$ cat config.mk
export PLATFORM = sky130hd
export DESIGN_NAME = multimode_ff_bank_flat
export DESIGN_NICKNAME = d
export VERILOG_FILES = /design/src/rtl/multimode_ff_bank_if.sv /design/src/rtl/multimode_ff_bank.sv /design/src/flat_wrapper.sv
export SDC_FILE = /design/constraint.sdc
export NUM_CORES = 1
export LEC_CHECK = 0
export ABC_CLOCK_PERIOD_IN_PS = 2210
export CORE_ASPECT_RATIO = 0.9
export CORE_UTILIZATION = 46
export DETAILED_ROUTE_END_ITERATION = 10
export PLACE_DENSITY_LB_ADDON = 0.3
export SYNTH_ARGS = -nofsm -noshare
export SYNTH_HDL_FRONTEND = slang
export SYNTH_SLANG_ARGS = --single-unit
$ cat constraint.sdc
create_clock -name clk -period 2.21 [get_ports clk]
set_input_delay 0.221 -clock clk [delete_from_list [all_inputs] [get_ports clk]]
set_output_delay 0.221 -clock clk [all_outputs]
set_load 0.1 [all_outputs]
$ cat src/rtl/multimode_ff_bank_if.sv
// Bus bundle for multimode_ff_bank: control and data inputs, state and status outputs.
// The master drives the controls; the slave (the bank) drives the state.
interface multimode_ff_bank_if #(
    parameter int WIDTH = 8,
    parameter int CNT_W = 8
);
    logic             en;
    logic [1:0]       mode;
    logic [WIDTH-1:0] a;
    logic [WIDTH-1:0] b;
    logic             load;
    logic [WIDTH-1:0] load_val;
    logic             clr_err;
    logic [WIDTH-1:0] q;
    logic [WIDTH-1:0] qn;
    logic             err;
    logic [WIDTH-1:0] err_mask;
    logic [CNT_W-1:0] chg_cnt;

    modport master (
        output en, mode, a, b, load, load_val, clr_err,
        input  q, qn, err, err_mask, chg_cnt
    );

    modport slave (
        input  en, mode, a, b, load, load_val, clr_err,
        output q, qn, err, err_mask, chg_cnt
    );
endinterface

$ cat src/rtl/multimode_ff_bank.sv
// Bank of WIDTH flip-flops behaving as D/T/JK/SR per the mode input, with parallel
// load, sticky illegal-SR record and a saturating count of state-changing edges.
module multimode_ff_bank #(
    parameter int               WIDTH     = 8,
    parameter int               CNT_W     = 8,
    parameter logic [WIDTH-1:0] RESET_VAL = '0
) (
    input logic                clk,
    input logic                rst_n,
    multimode_ff_bank_if.slave bus
);
    typedef enum logic [1:0] {
        MODE_D  = 2'b00,
        MODE_T  = 2'b01,
        MODE_JK = 2'b10,
        MODE_SR = 2'b11
    } mode_e;

    localparam logic [CNT_W-1:0] CNT_MAX = '1;

    logic [WIDTH-1:0] q_r;
    logic [WIDTH-1:0] err_mask_r;
    logic [CNT_W-1:0] chg_cnt_r;

    logic [WIDTH-1:0] q_nxt;
    logic [WIDTH-1:0] illegal;
    logic [WIDTH-1:0] err_mask_nxt;
    mode_e            mode;

    assign mode = mode_e'(bus.mode);

    always_comb begin
        // NOTE: defaults first so every path assigns q_nxt/illegal and no latch is inferred.
        q_nxt   = q_r;
        illegal = '0;
        if (bus.load) begin
            q_nxt = bus.load_val;
        end else if (bus.en) begin
            unique case (mode)
                MODE_D:  q_nxt = bus.a;
                MODE_T:  q_nxt = q_r ^ bus.a;
                MODE_JK: q_nxt = (bus.a & ~q_r) | (~bus.b & q_r);
                MODE_SR: begin
                    // S=R=1 holds the bit; only the exclusive set/reset cases move it.
                    q_nxt   = (q_r | (bus.a & ~bus.b)) & ~(bus.b & ~bus.a);
                    illegal = bus.a & bus.b;
                end
                default: q_nxt = q_r;
            endcase
        end
    end

    // A fresh illegal bit on the clearing edge survives the clear.
    assign err_mask_nxt = bus.clr_err ? illegal : (err_mask_r | illegal);

    always_ff @(posedge clk or negedge rst_n) begin
        if (!rst_n) begin
            q_r        <= RESET_VAL;
            err_mask_r <= '0;
            chg_cnt_r  <= '0;
        end else begin
            // NOTE: non-blocking so all three registers update from the same pre-edge state.
            q_r        <= q_nxt;
            err_mask_r <= err_mask_nxt;
            if ((q_nxt != q_r) && (chg_cnt_r != CNT_MAX))
                chg_cnt_r <= chg_cnt_r + 1'b1;
        end
    end

    assign bus.q        = q_r;
    assign bus.qn       = ~q_r;
    assign bus.err_mask = err_mask_r;
    assign bus.err      = |err_mask_r;
    assign bus.chg_cnt  = chg_cnt_r;
endmodule

$ cat src/flat_wrapper.sv
// flat-port wrapper written by rule: the top's interface ports become plain ports
module multimode_ff_bank_flat 
#(
    parameter int               WIDTH     = 8,
    parameter int               CNT_W     = 8,
    parameter logic [WIDTH-1:0] RESET_VAL = '0
)
  (clk, rst_n, bus_en, bus_mode, bus_a, bus_b, bus_load, bus_load_val, bus_clr_err, bus_q, bus_qn, bus_err, bus_err_mask, bus_chg_cnt);
  multimode_ff_bank_if #(.WIDTH(WIDTH), .CNT_W(CNT_W)) bus_i ();
  input logic clk;
  input logic rst_n;
  input wire logic [$bits(bus_i.en)-1:0] bus_en;
  input wire logic [$bits(bus_i.mode)-1:0] bus_mode;
  input wire logic [$bits(bus_i.a)-1:0] bus_a;
  input wire logic [$bits(bus_i.b)-1:0] bus_b;
  input wire logic [$bits(bus_i.load)-1:0] bus_load;
  input wire logic [$bits(bus_i.load_val)-1:0] bus_load_val;
  input wire logic [$bits(bus_i.clr_err)-1:0] bus_clr_err;
  output wire logic [$bits(bus_i.q)-1:0] bus_q;
  output wire logic [$bits(bus_i.qn)-1:0] bus_qn;
  output wire logic [$bits(bus_i.err)-1:0] bus_err;
  output wire logic [$bits(bus_i.err_mask)-1:0] bus_err_mask;
  output wire logic [$bits(bus_i.chg_cnt)-1:0] bus_chg_cnt;
  assign bus_i.en = bus_en;
  assign bus_i.mode = bus_mode;
  assign bus_i.a = bus_a;
  assign bus_i.b = bus_b;
  assign bus_i.load = bus_load;
  assign bus_i.load_val = bus_load_val;
  assign bus_i.clr_err = bus_clr_err;
  assign bus_q = bus_i.q;
  assign bus_qn = bus_i.qn;
  assign bus_err = bus_i.err;
  assign bus_err_mask = bus_i.err_mask;
  assign bus_chg_cnt = bus_i.chg_cnt;
  multimode_ff_bank #(.WIDTH(WIDTH), .CNT_W(CNT_W), .RESET_VAL(RESET_VAL)) u_core (.clk(clk), .rst_n(rst_n), .bus(bus_i));
endmodule
==> run metrics, run 1 <==
most frequent cell after synthesis dfrtp_1; RR Startpoint u_core.bus.q[7]$_DFF_PN0_; Critical Path AT roughly 2300 ps; clock skew between 2 and 3 ps; initial antenna violation count 0; Core Box Area 3780 µm²; r2r setup slk 130 ps; gp weighted congestion between 0.9 and 1; top cells by count, synth dfrtp_1, nand3_1, nand2_1, inv_1, o22ai_1; Post-synth top flop dfrtp_1; number of synthesized flops with an enable pin 0; Post-DP HPWL around 4400 µm; Post-Syn Area per Cell ~8.4 µm²; r2r endpoint u_core.bus.chg_cnt[6]$_DFFE_PN0P_; Synth top area share 32.4%; Slew @ Worst Pin roughly 440 ps; FP Rows 21; Reg2Reg Depth 7; Die W roughly 69 µm; setup TNS 0 ps; IO buf count 63; initial core utilization around half; grt ovf 0; # DRC 0; Post-Route WL between 5000 and 6000 µm; vias per inst between 5 and 6; vias between 2000 and 2500; slew margin rel. between 70% and 80%; synthesized area approximately 1900 µm²; PD cells 862 nW/µm²; gr usage total slightly below 30%; CP Data Required Time around 2400 ps; async set-reset flop share out of synthesis 100%; Final Hold Fails 0; sequential area share after synthesis approximately a third; Worst Path Class, Setup in -> reg; CTS Buf Count 3; status finished, final reports clean; clock sinks 24; max_cap viols 0; Hold-fix buffers, CTS 0; final net count between 300 and 400; Hold Crit Class in -> reg; area delta synth->final 55.2%; crit end category register; Leak 1.28 nW; #FFs+latches synth 24; shortest period the worst path allows 2100 ps; post-route antenna net violation count 0; maximum vdd drop between 1 and 1.5 mV; CTS tree yes; yosys warns 0; area leader, netlist dfrtp_1; I/O pins 64; DIE AREA between 4000 and 5000 µm²; antenna cells 0; Final Cycle Share between 90 and 100%; clk root buf clkbuf_8; CP Launch Type primary input; worst setup path startpoint bus_mode[1]; Netlist cell types slightly above 50; top cells by area, synth dfrtp_1, nand3_1, o22ai_1, nand2_1, xor2_1; first-pass GRT wire length between 9000 and 10000 µm; Mapped Cells 220; Pre-antenna DRT Iters 6; Net Count, Synth about 250; setup violators final 0; Clk Latency, worst-skew pair 270 ps; vias in the first global route roughly 2100; die height 62.2 µm; Critical Path End u_core.bus.chg_cnt[6]$_DFFE_PN0P_; Starting DRT DRC Count about 180; fmax roughly 480 MHz; H-tree levels 1; largest net degree at the start of global routing 25; layout cells sized above 1 34.7%; final slew viol count 0; DR WL/cell 16.1 µm; crit path max fanout 8; Max clock buf depth 2; Worst-path clk slew ~90 ps; Tot Pwr ~2.5 mW
state kept, by name, indices dropped and copies added (netlist names):
name,flops
u_core.bus.chg_cnt,8
u_core.bus.q,8
u_core.bus.err_mask,8
metrics by stage:
step	hold WS (ps)	cell area (µm²)	setup WS [ps]	util [%]	cells
floorplan	-74.6	1910	-384	-	220
global placement	521	2720	-443	71.8	355
detailed placement	538	2720	-494	71.8	355
CTS	321	2840	31.3	75.0	359
global route	301	2880	-1.20	76.0	360
finish	278	2880	110	76.0	360
placed cells by master (no fill, tap or decap), types with 2 or more instances in the layout:
cell	n
xor2_1	8
nand2_1	19
nor2_1	7
o21ai_1	5
buf_8	2
o211ai_1	2
and2_1	3
and3_1	3
nand2b_1	3
clkinvlp_4	6
a21o_1	8
a22oi_1	3
dfrtp_1	16
o22ai_1	14
a221oi_2	3
a31oi_1	3
a221oi_1	7
clkbuf_8	3
buf_4	68
o221ai_1	2
nor3b_1	2
o21ai_0	5
clkdlybuf4s50_1	25
xnor2_1	2
inv_1	12
dlygate4sd2_1	2
nor4_1	4
mux2_1	4
nand3_1	23
dlymetal6s2s_1	3
dfrtp_4	6
dfrtp_2	2
a21oi_1	11
area by class of cell:
class                      count  area, µm²
sequential                    24        626
timing repair buffer         101        857
tap                           46       57.6
inverter                      20        100
fill                         288        907
clock buffer                   3       41.3
clock inverter                 1       30.0
multi-input combinational    165       1160
metal layers:
metal	global-route usage [%]	wire length (µm)
met1	38.4	2550
met2	47.0	2820
met3	6.43	369
met4	7.91	65
met5	0	0
critical path, cell delays in order:
cell           delay (ps)
dlygate4sd2_1         260
buf_4                 150
and2b_4               200
nor3b_1               240
o22ai_1               170
nor4b_4               360
a21boi_4              130
o2111ai_2             210
mux2_4                310
what timing repair did:
| item | in CTS | in global routing |
|---|---|---|
| pin swaps | 6 | 4 |
| gates resized for setup | 15 | 7 |
| setup buffers | 0 | 1 |
| endpoints found under the setup margin | 8 | 5 |
how the worst min path moves through the flow:
stage / start / slack [ps] / end / cells after the start
3_5_place_dp: u_core.bus.chg_cnt[0]$_DFFE_PN0P_ / 540 / u_core.bus.chg_cnt[0]$_DFFE_PN0P_ / 1
4_1_cts: rst_n / 320 / u_core.bus.q[4]$_DFF_PN0_ / 2
3_3_place_gp: u_core.bus.chg_cnt[0]$_DFFE_PN0P_ / 520 / u_core.bus.chg_cnt[0]$_DFFE_PN0P_ / 1
2_1_floorplan: rst_n / -70 / u_core.bus.chg_cnt[0]$_DFFE_PN0P_ / 0
5_1_grt: bus_b[5] / 300 / u_core.bus.err_mask[5]$_DFF_PN0_ / 3
6_report: bus_b[5] / 280 / u_core.bus.err_mask[5]$_DFF_PN0_ / 3
power breakdown:
| part | total [mW] | leakage [nW] | internal (mW) | switching, mW |
|---|---|---|---|---|
| Combinational | 1.44 | 0.957 | 0.395 | 1.04 |
| Clock | 0.388 | 0.0357 | 0.242 | 0.145 |
| Sequential | 0.657 | 0.292 | 0.532 | 0.125 |
| Total | 2.48 | 1.28 | 1.17 | 1.31 |
logic make-up (layout without fill, tap and decap cells):
kind of cell             after synthesis  in the layout  synth area share [%]
AO/OA/AOI/OAI                         74             74                  29.2
XOR/XNOR                              10             10                  4.73
adder cells (fa/ha/maj)                1              1                 0.675
buffers and inverters                 31            125                  8.17
flip-flops                            24             24                  32.4
multiplexers                           7              7                  4.39
AND/OR/NAND/NOR                       73             73                  20.5
Power figures use the tool's default switching activity.
==> run 2: changes to the inputs <==
- SKIP_CTS_REPAIR_TIMING: unset -> 1
==> run 2 against run 1 <==
Effect of this change:
- first-iteration DRC count down 20%
- die area unchanged
- cell count unchanged
- cell area up 0.35%
- non-clock buffer count unchanged
- power down 0.32%
- clock skew about the same
- combinational power about the same
- sequential power about the same
- count of clock-buffer cells in the layout unchanged
==> run metrics, run 2 (synthesis results as in run 1) <==
setup violators final 0; layout cells sized above 1 a little over a third; maximum vdd drop slightly above 1 mV; gr usage total around 29%; Clk pwr share between 10% and 20%; CP Cell Sequence mux2_2 -> a21oi_2 -> a31oi_2 -> nor4b_2 -> a21boi_2 -> o2111ai_2 -> mux2_4; Post-DP HPWL between 4000 and 5000 µm; Worst-path clk slew around 90 ps; Worst Path Class, Setup reg -> reg; Starting DRT DRC Count 147; DR WL/cell 16.2 µm; IO buf count 63; final core occ between 70% and 80%; Reg2Reg Depth 7; Hold Crit Class in -> async; Max clock buf depth 2; clock skew between 2 and 3 ps; RR Startpoint u_core.bus.q[7]$_DFF_PN0_; final net count approximately 350; area delta synth->final 55.8%; peak per-stage delay on the critical path roughly 470 ps; fill count 286; clock sinks 24; Final Cycle Share a little over nine tenths; die height 62.2 µm; Die W between 60 and 70 µm; post-route antenna net violation count 0; slew margin rel. 74.3%; fmax roughly 480 MHz; max_cap viols 0; # DRC 0; r2r setup slk between 100 and 150 ps; DIE AREA roughly 4300 µm²; cell family with most CP delay multiplexers; initial antenna violation count 0; Core Box Area 3780 µm²; Switch Pwr 1.30 mW; crit path max fanout 6; shortest period the worst path allows between 2000 and 2500 ps; PD cells between 800 and 900 nW/µm²; register area roughly 630 µm²; Final Hold Fails 0; combinational power share 57.9%; CP Launch Type register; grt ovf 0; CP max stage cell dfrtp_4; Pre-antenna DRT Iters 4; Critical path buffers and inverters 0; CTS Buf Count 3; final slew viol count 0; WP depth 7; initial core utilization between 40% and 50%; vias 2106; commonest non-fill, non-tap cell in the layout buf_4; crit end category register; Leak between 1 and 1.5 nW; hold_ws approximately 310 ps; status finished, final reports clean; commonest non-fill, non-tap cells in the layout buf_4, clkdlybuf4s50_1, nand3_1; FP Rows 21; clk root buf clkbuf_8; Post-Route WL roughly 5800 µm; Tot Pwr about 2.5 mW; Critical Path AT about 2300 ps; Slew @ Worst Pin between 300 and 400 ps; vias in the first global route about 2100; antenna cells 0; first-pass GRT wire length around 9400 µm; vias per inst around 5.9; sw frac between 50% and 60%; I/O pins 64; setup TNS 0 ps; Clk Latency, worst-skew pair 270 ps; design internal power 1.17 mW; Multi-input gate area ~1200 µm²; CP Data Required Time 2370 ps; power share of the sequential group 26.6%; largest net degree at the start of global routing 25; H-tree levels 1; gp weighted congestion ~0.92; r2r endpoint u_core.bus.chg_cnt[6]$_DFFE_PN0P_; CTS tree yes
==> run 2: cell count changes in the layout (fill, tap and decap cells not counted), sizes merged <==
cell          delta
dlygate4sd2      -2
dlymetal6s2s     +2
==> run 2: how the worst max path moves through the flow <==
| stage | start | end | slack (ps) |
|---|---|---|---|
| finish | u_core.bus.q[7]$_DFF_PN0_ | u_core.bus.chg_cnt[6]$_DFFE_PN0P_ | 110 |
| global route | bus_b[5] | u_core.bus.chg_cnt[6]$_DFFE_PN0P_ | -10 |
| CTS | bus_mode[0] | u_core.bus.chg_cnt[6]$_DFFE_PN0P_ | -200 |
| detailed placement | bus_mode[0] | u_core.bus.chg_cnt[6]$_DFFE_PN0P_ | -490 |
| global placement | bus_mode[0] | u_core.bus.chg_cnt[6]$_DFFE_PN0P_ | -440 |
| floorplan | u_core.bus.q[2]$_DFF_PN0_ | u_core.bus.chg_cnt[6]$_DFFE_PN0P_ | -380 |
==> run 2: layout make-up <==
class / instances / share of cell area, %
clock buffers: 3 / 1.43
clock inverters: 1 / 1.04
inverters: 20 / 3.47
multi-input cells: 165 / 40.6
flip-flops and latches: 24 / 21.7
well taps: 46 / 1.99
repair buffers: 101 / 29.8
==> run 2: power by group through the flow <==
stage | clock network [mW] | logic, mW | registers (mW)
5_1_grt | 0.410 | 1.50 | 0.675
3_5_place_dp | 0 | 1.41 | 0.663
3_3_place_gp | 0 | 1.40 | 0.657
6_report | 0.385 | 1.43 | 0.657
4_1_cts | 0.394 | 1.41 | 0.656
2_1_floorplan | 0 | 0.441 | 1.25
==> run 2: per-layer routing <==
layer	vias to the layer above	global-route usage (%)	wire length, µm
met5	-	0	0
li1	1011	-	-
met4	0	8.16	63
met2	79	45.9	2840
met3	7	6.80	373
met1	1009	37.5	2560
==> run 2: per-stage QoR <==
step                      setup WS [ps]  std cells  cell area [µm²]
after CTS                          -197        359             2790
after global placement             -443        355             2720
after global routing              -13.7        360             2890
after detailed placement           -494        355             2720
final                               107        360             2890
after floorplan                    -384        220             1910
==> run 2: worst reg2reg max path, cell delays in order, from the launching register on <==
cell,delay [ps]
dfrtp_4,470
mux2_2,350
a21oi_2,140
a31oi_2,60
nor4b_2,260
a21boi_2,160
o2111ai_2,250
mux2_4,310
==> run 3: changes to the inputs <==
- PLACE_DENSITY: unset -> 0.82
- PLACE_DENSITY_LB_ADDON: 0.3 -> unset
==> run 3 against run 2 <==
Effect of this change:
- register-to-register slack worse by 50 ps
- count of clock-buffer cells in the layout unchanged
- global-route usage up 1.0 points
- power up 1.4%
- critical endpoint is now u_core.bus.chg_cnt[2]$_DFFE_PN0P_
- clock power about the same
- largest cell class unchanged
- utilization up 0.20 points
- non-clock buffer count up 5
==> run metrics, run 3 (synthesis results as in run 1) <==
vias 2137; clk root buf clkbuf_8; Inst Count DP 360; I/O pins 64; area delta synth->final 56.2%; grt ovf 0; Tot Pwr 2.51 mW; initial antenna violation count 0; initial core utilization 49.0%; gp weighted congestion approximately 0.94; Post-Route WL 6040 µm; Core Box Area between 3000 and 4000 µm²; final net count between 300 and 400; gr usage total between 20% and 30%; Max clock buf depth 2; Pre-antenna DRT Iters 5; Hold Crit Class in -> async; Clk pwr share 15.4%; fill count approximately 280; met1 Track Usage GR 38.3%; Slew @ Worst Pin roughly 450 ps; Critical Path AT roughly 2300 ps; DIE AREA about 4300 µm²; Worst-path clk slew around 90 ps; FP Rows 21; first-pass GRT wire length 9660 µm; die height around 62 µm; CP Data Required Time ~2400 ps; DR WL/cell approximately 17 µm; Worst Path Class, Setup reg -> reg; RSZ-0062 raised after global routing yes; grt met3 use approximately 6.6%; CP Cell Sequence mux2_2 -> a21oi_2 -> a31oi_1 -> nor4b_4 -> a21boi_4 -> o21ai_1 -> mux2_1; CP max stage cell dfrtp_4; commonest non-fill, non-tap cells in the layout buf_4, clkdlybuf4s50_1, nand3_1; commonest non-fill, non-tap cell in the layout buf_4; Switch Pwr 1.32 mW; crit path max fanout 7; vias in the first global route about 2100; Final Hold Fails 0; # DRC 0; vias per inst slightly below 6; power share of the sequential group a little over a quarter; Post-Layout Cell Count around 370; Clk Latency, worst-skew pair 270 ps; sw frac between 50% and 60%; Starting DRT DRC Count 244; CTS tree yes; busiest grt layer met2; M2 GR Usage about 47%; PD cells between 800 and 900 nW/µm²; layout cells sized above 1 between 30 and 40%; final core occ between 70 and 80%; clock sinks 24; RR Startpoint u_core.bus.q[7]$_DFF_PN0_; post-route antenna net violation count 0; setup TNS 0 ps; worst setup path startpoint u_core.bus.q[7]$_DFF_PN0_; peak per-stage delay on the critical path ~510 ps; final slew viol count 0; Leak between 1 and 1.5 nW; area of placed instances ~2800 µm²; shortest period the worst path allows approximately 2200 ps; CTS Buf Count 3; Critical path buffers and inverters 0; fmax between 400 and 500 MHz; max_cap viols 0; clock skew roughly 5 ps; combinational power share slightly below 60%; crit end category register; Final Cycle Share 97.4%; Post-DP HPWL 4660 µm; cell family with most CP delay multiplexers; H-tree levels 1; design internal power 1.19 mW; setup violators final 0; maximum vdd drop between 0.4 and 0.5 mV; status finished, final reports clean; largest net degree at the start of global routing 25; CP Launch Type register; Die W slightly below 70 µm; Finished Cell Area between 2000 and 3000 µm²; antenna cells 0; slew margin rel. 70.1%; IO buf count 63
==> run 3: cell type report <==
class	count	area, µm²	area share [%]
clock inverters	1	30.0	1.04
clock buffers	3	41.3	1.43
well taps	46	57.6	1.99
inverters	20	100	3.46
flip-flops and latches	24	626	21.6
repair buffers	106	883	30.5
multi-input cells	165	1160	39.9
==> run 3: worst paths after layout <==
kind,end,slack (ps),depth (start not counted)
max reg2reg,u_core.bus.chg_cnt[2]$_DFFE_PN0P_,60,7
min reg2reg,u_core.bus.chg_cnt[0]$_DFFE_PN0P_,530,1
min in group clk,u_core.bus.chg_cnt[0]$_DFFE_PN0P_,530,1
min,u_core.bus.err_mask[2]$_DFF_PN0_,290,2
max in group asynchronous,u_core.bus.q[2]$_DFF_PN0_,1640,2
max,u_core.bus.chg_cnt[2]$_DFFE_PN0P_,60,7
==> run 3: metrics by stage <==
stage	worst slack, ps	hold WS [ps]
2_1_floorplan	-384	-74.6
3_3_place_gp	-324	513
3_5_place_dp	-434	518
4_1_cts	-155	313
5_1_grt	-39.5	328
6_report	57.0	294
==> run 3: routing by layer <==
metal	vias up	wire, µm
li1	1014	-
met5	-	0
met4	0	91
met2	114	2920
met1	996	2590
met3	13	439
==> run 3: power by group through the flow <==
| stage | sequential [mW] | combinational (mW) | clock (mW) |
|---|---|---|---|
| floorplan | 1.25 | 0.441 | 0 |
| global placement | 0.656 | 1.40 | 0 |
| detailed placement | 0.666 | 1.42 | 0 |
| CTS | 0.656 | 1.43 | 0.390 |
| global route | 0.673 | 1.53 | 0.417 |
| finish | 0.658 | 1.46 | 0.386 |
